--- config.mk ---
export PLATFORM = sky130hd
export DESIGN_NAME = clap_event_counter
export DESIGN_NICKNAME = d
export VERILOG_FILES = /design/src/rtl/clap_event_counter.sv
export SDC_FILE = /design/constraint.sdc
export NUM_CORES = 1
export LEC_CHECK = 0
export BUFFER_PORTS_ARGS = -buffer_cell sky130_fd_sc_hd__buf_2
export CORE_MARGIN = 2
export CORE_UTILIZATION = 45
export CTS_BUF_LIST = sky130_fd_sc_hd__clkbuf_8
export DETAILED_ROUTE_END_ITERATION = 8
export HOLD_SLACK_MARGIN = 0.05
export PLACE_DENSITY = 0.68
export RECOVER_POWER = 100
export SETUP_SLACK_MARGIN = 0.02
export SLEW_MARGIN = 40
export SYNTH_ARGS = -nofsm -noshare
export SYNTH_HDL_FRONTEND = slang
export SYNTH_SLANG_ARGS = --single-unit
--- constraint.sdc ---
create_clock -name clk_i -period 12.1 [get_ports clk_i]
set_input_delay 1.21 -clock clk_i [delete_from_list [all_inputs] [get_ports clk_i]]
set_output_delay 1.21 -clock clk_i [all_outputs]
set_load 0.02 [all_outputs]
--- src/rtl/clap_event_counter.sv ---
// Clap event counter: refractory hold-off, single/double classification,
// total/single/double tallies with optional saturation.
//
// Ports: clk_i, rst_i (async, active-high), clap_i (level from detector),
// en_i (accept edges), clr_i (sync clear), total_o/single_o/double_o
// counters, single_evt_o/double_evt_o one-cycle pulses, busy_o (not IDLE).
module clap_event_counter #(
  parameter int CNT_W    = 32,
  parameter int HOLDOFF  = 5000000,
  parameter int WINDOW   = 50000000,
  parameter int SATURATE = 0
) (
  input  logic             clk_i,
  input  logic             rst_i,
  input  logic             clap_i,
  input  logic             en_i,
  input  logic             clr_i,
  output logic [CNT_W-1:0] total_o,
  output logic [CNT_W-1:0] single_o,
  output logic [CNT_W-1:0] double_o,
  output logic             single_evt_o,
  output logic             double_evt_o,
  output logic             busy_o
);

  localparam int MAXT = (HOLDOFF > WINDOW) ? HOLDOFF : WINDOW;
  localparam int TW   = $clog2(MAXT + 1);

  localparam logic [TW-1:0] HOLD_LD = TW'(HOLDOFF - 1);
  localparam logic [TW-1:0] WIN_LD  = TW'(WINDOW - 1);

  typedef enum logic [1:0] {
    IDLE,
    LOCK1,
    WAIT2,
    LOCK2
  } state_t;

  state_t        state_q, state_n;
  logic [TW-1:0] timer_q, timer_n;
  logic          clap_prev;
  logic          acc;
  logic          inc_tot, inc_sgl, inc_dbl;

  function automatic logic [CNT_W-1:0] bump(input logic [CNT_W-1:0] v);
    if ((SATURATE != 0) && (&v)) return v;
    return v + 1'b1;
  endfunction

  assign acc = clap_i & ~clap_prev & en_i;

  always_comb begin
    state_n = state_q;
    timer_n = timer_q;
    inc_tot = 1'b0;
    inc_sgl = 1'b0;
    inc_dbl = 1'b0;
    if (clr_i) begin
      state_n = IDLE;
      timer_n = '0;
    end else begin
      unique case (state_q)
        IDLE: begin
          if (acc) begin
            inc_tot = 1'b1;
            timer_n = HOLD_LD;
            state_n = LOCK1;
          end
        end
        LOCK1: begin
          if (timer_q == '0) begin
            timer_n = WIN_LD;
            state_n = WAIT2;
          end else begin
            timer_n = timer_q - 1'b1;
          end
        end
        WAIT2: begin
          // a clap on the final window cycle still beats the timeout
          if (acc) begin
            inc_tot = 1'b1;
            inc_dbl = 1'b1;
            timer_n = HOLD_LD;
            state_n = LOCK2;
          end else if (timer_q == '0) begin
            inc_sgl = 1'b1;
            state_n = IDLE;
          end else begin
            timer_n = timer_q - 1'b1;
          end
        end
        LOCK2: begin
          if (timer_q == '0) begin
            state_n = IDLE;
          end else begin
            timer_n = timer_q - 1'b1;
          end
        end
        default: begin
          state_n = IDLE;
          timer_n = '0;
        end
      endcase
    end
  end

  always_ff @(posedge clk_i or posedge rst_i) begin
    if (rst_i) begin
      state_q      <= IDLE;
      timer_q      <= '0;
      clap_prev    <= 1'b0;
      total_o      <= '0;
      single_o     <= '0;
      double_o     <= '0;
      single_evt_o <= 1'b0;
      double_evt_o <= 1'b0;
      busy_o       <= 1'b0;
    end else begin
      // sampled even during clear so a held clap is not recounted
      clap_prev    <= clap_i;
      state_q      <= state_n;
      timer_q      <= timer_n;
      busy_o       <= (state_n != IDLE);
      single_evt_o <= inc_sgl;
      double_evt_o <= inc_dbl;
      if (clr_i) begin
        total_o  <= '0;
        single_o <= '0;
        double_o <= '0;
      end else begin
        if (inc_tot) total_o  <= bump(total_o);
        if (inc_sgl) single_o <= bump(single_o);
        if (inc_dbl) double_o <= bump(double_o);
      end
    end
  end

endmodule

==> metrics <==
antenna violations before repair=0; Synth Register Bits=around 130; Post-Route Utilization=52.3%; Slew HR=-146%; Num CTS Buffers=17; Critical-path top delay cell=clkbuf_1; reg-to-reg critical path startpoint=timer_q[5]; Post-CTS Repair Setup Buffers=0; CTS tree=yes; combinational share of power=between 10% and 20%; WS Path Type=input pin to async pin; top cells by area, synth=dfrtp_1 45%, nor2_1 5.3%, xnor2_1 3.7%, a21oi_1 3.3%, mux2_2 3.2%; critical path, cell by cell=buf_2 > clkinvlp_2 > clkbuf_1; Avg WL per Cell=~16 µm; clock share of power=a little under two fifths; min-delay src=timer_q[10]; final wirelength=18,000 µm; port buffer count=103; most common cell in the synthesized netlist=dfrtp_1; synthesized area=between 7000 and 8000 µm²; DR pass1 iterations=5; wire length of the first global-routing pass=approximately 30,000 µm; via density per instance=between 5 and 6; 1st-iter DRT viols=between 400 and 500; final-report setup violation count=0; core area=between 15,000 and 20,000 µm²; R2R cell count=6; share of cells above drive strength 1=a little over 8%; number of enable flip-flop cells after synthesis=0; Area growth syn-to-layout=12.9%; Sink Count=~130; total number of vias=6,352; Setup crit end kind=async pin; FMAX=roughly 0.17 GHz; die width=130 µm; Mapped Cells=~790; GRT Overall Usage=a little under a quarter; Pleak=between 3 and 4 nW; DR DRC count=0; Clock Skews=approximately 0.013 ns; setup TNS=0 ns; Starting Density=a little under half; Switching Power=roughly 0.00028 W; Max Cap Viol=3; final hold violations=0; WHS=roughly 0.51 ns; RSZ-0062 raised after global routing=no; Worst Path Max Fanout=69; CTS clk-pin slew, worst paths=0.07 ns; Worst Path Arrival=between 5 and 6 ns; DIE AREA=between 15,000 and 20,000 µm²; fin. max-slew vios=about 170; Slew @ Worst Pin=3.69 ns; chip height=~130 µm; grt total ovfl=0; post-cts resize count=0; Warnings, synthesis=0; Mapped Nets=798; Max Root-Sink Buffers=2; asr flop ratio synth=between 90% and 100%; H-tree depth=4; power density over cell area=between 100 and 150 nW/µm²; Worst-Skew Late Latency=~0.45 ns; Final #Nets=~880; vias in the first global route=slightly below 6k; FILL cells=~1.5k; max incr delay on CP=roughly 2.7 ns; Worst Path Required=11.81 ns; Synth top area share=a little under half; Rows=45; area of the multi-input gates=around 3600 µm²; Register Area=approximately 3200 µm²; RD Place Congestion=~0.83; Power Internal=~0.00066 W; Post-DRT Antenna Nets=0; Seq/Total Area, Yosys=45.1%; register share of total power=between 40% and 50%; boundary pin count=roughly 100; Hold Path Depth=1; fin crit share=48.6%; status=complete, but fails checks; Detail Placement HPWL=11,800 µm; hold crit path type=register to register; Synth top cells by count=128 x dfrtp_1, 100 x nor2_1, 54 x nand2_1; Clock Tree Root=clkbuf_8; prevailing post-synth register cell=dfrtp_1; Net Sw Frac=between 20% and 30%; Hold Buf Count CTS=0; IR drop worst, VDD=0.0678 mV; Post-Syn Area per Cell=9.02 µm²; synth unique cells=60; failing checks=max-capacitance violations, max-slew violations; Worst setup SP type=input pin; largest net degree at the start of global routing=87; diodes inserted=0; Yosys top cell by area=dfrtp_1; post-layout minimum cycle time=between 5 and 6 ns; worst setup path startpoint=rst_i
[power groups by stage]
stage	Combinational (W)	Sequential, W	Clock (W)
final	0.000130	0.000450	0.000358
after global routing	0.000145	0.000452	0.000388
after global placement	0.000130	0.000458	0
after floorplan	0.0000994	0.000454	0
after detailed placement	0.000131	0.000457	0
after CTS	0.000131	0.000450	0.000368
[layer usage]
metal | wire length, µm | part of all wire [%] | track usage [%]
met5 | 0 | 0 | 0
met4 | 284 | 1.6 | 8.79
met3 | 992 | 5.5 | 5.00
met2 | 8310 | 46 | 33.4
met1 | 8430 | 47 | 32.4
[registers in the layout, indices dropped and copies added, names as in the netlist]
name          count
busy_o            1
clap_prev         1
single_evt_o      1
single_o         32
double_o         32
state_q           2
double_evt_o      1
total_o          32
timer_q          26
[metrics by stage]
stage          std cells  power (W)  worst slack, ns  instance area (µm²)
6_report            1093   0.000939             6.22                 8010
5_1_grt             1093   0.000986             5.08                 8010
4_1_cts             1093   0.000949             8.70                 8180
3_5_place_dp        1062   0.000589             8.24                 7800
3_3_place_gp        1062   0.000587             8.37                 7780
2_1_floorplan        787   0.000553             7.48                 7100
[critical path, delay by kind of cell]
family                 cells  cell delay, ns
buffers and inverters      3            4.26
[path summary, 6_finish.rpt]
kind                       slack [ns]           end
setup reg to reg                 8.11  single_o[21]
hold / removal                   0.51   timer_q[10]
setup / recovery                 6.22    state_q[1]
max in group clk_i               8.11  single_o[21]
hold reg to reg                  0.51   timer_q[10]
min in group asynchronous        1.48  single_o[28]
[cells by family after synthesis]
logic type / count (synthesis) / synth area share (%)
xor gates and xnor gates: 43 / 5.31
buffers and inverters: 67 / 3.61
DFF: 128 / 45.1
adders and majority gates: 6 / 1.06
AOI/OAI and AO/OA: 136 / 12.4
muxes: 20 / 3.17
and+or+nand+nor: 387 / 29.3
[area by class of cell]
cell class              instances  area share, %
repair buffers                111           5.42
clock inverters                 9           1.05
flip-flops and latches        128           40.0
well taps                     211           3.30
clock buffers                  22           3.78
multi-input cells             592           45.5
inverters                      20          0.953
[layout by cell type, fill, tap and decap left out, types with 5 or more instances in the layout]
master / synthesis / layout
nor3_1: 22 / 21
nor2_1: 100 / 100
inv_1: 20 / 20
or4_1: 19 / 20
xnor2_1: 30 / 30
ha_1: 6 / 6
or3_1: 18 / 18
o31ai_1: 15 / 15
dfrtp_1: 128 / 128
and3_1: 12 / 12
o21ai_0: 22 / 22
a21oi_1: 47 / 47
nand4_1: 29 / 29
nand3_1: 31 / 31
and4_1: 12 / 12
a31oi_1: 13 / 12
and2_1: 6 / 6
mux2_2: 20 / 20
xor2_1: 13 / 13
clkbuf_1: 39 / 106
nand2_1: 54 / 54
nor2b_1: 22 / 22
clkbuf_8: 0 / 22
or2_2: 5 / 5
nor3b_1: 8 / 8
nor4_1: 33 / 33
(Power assumes the default switching activity.)
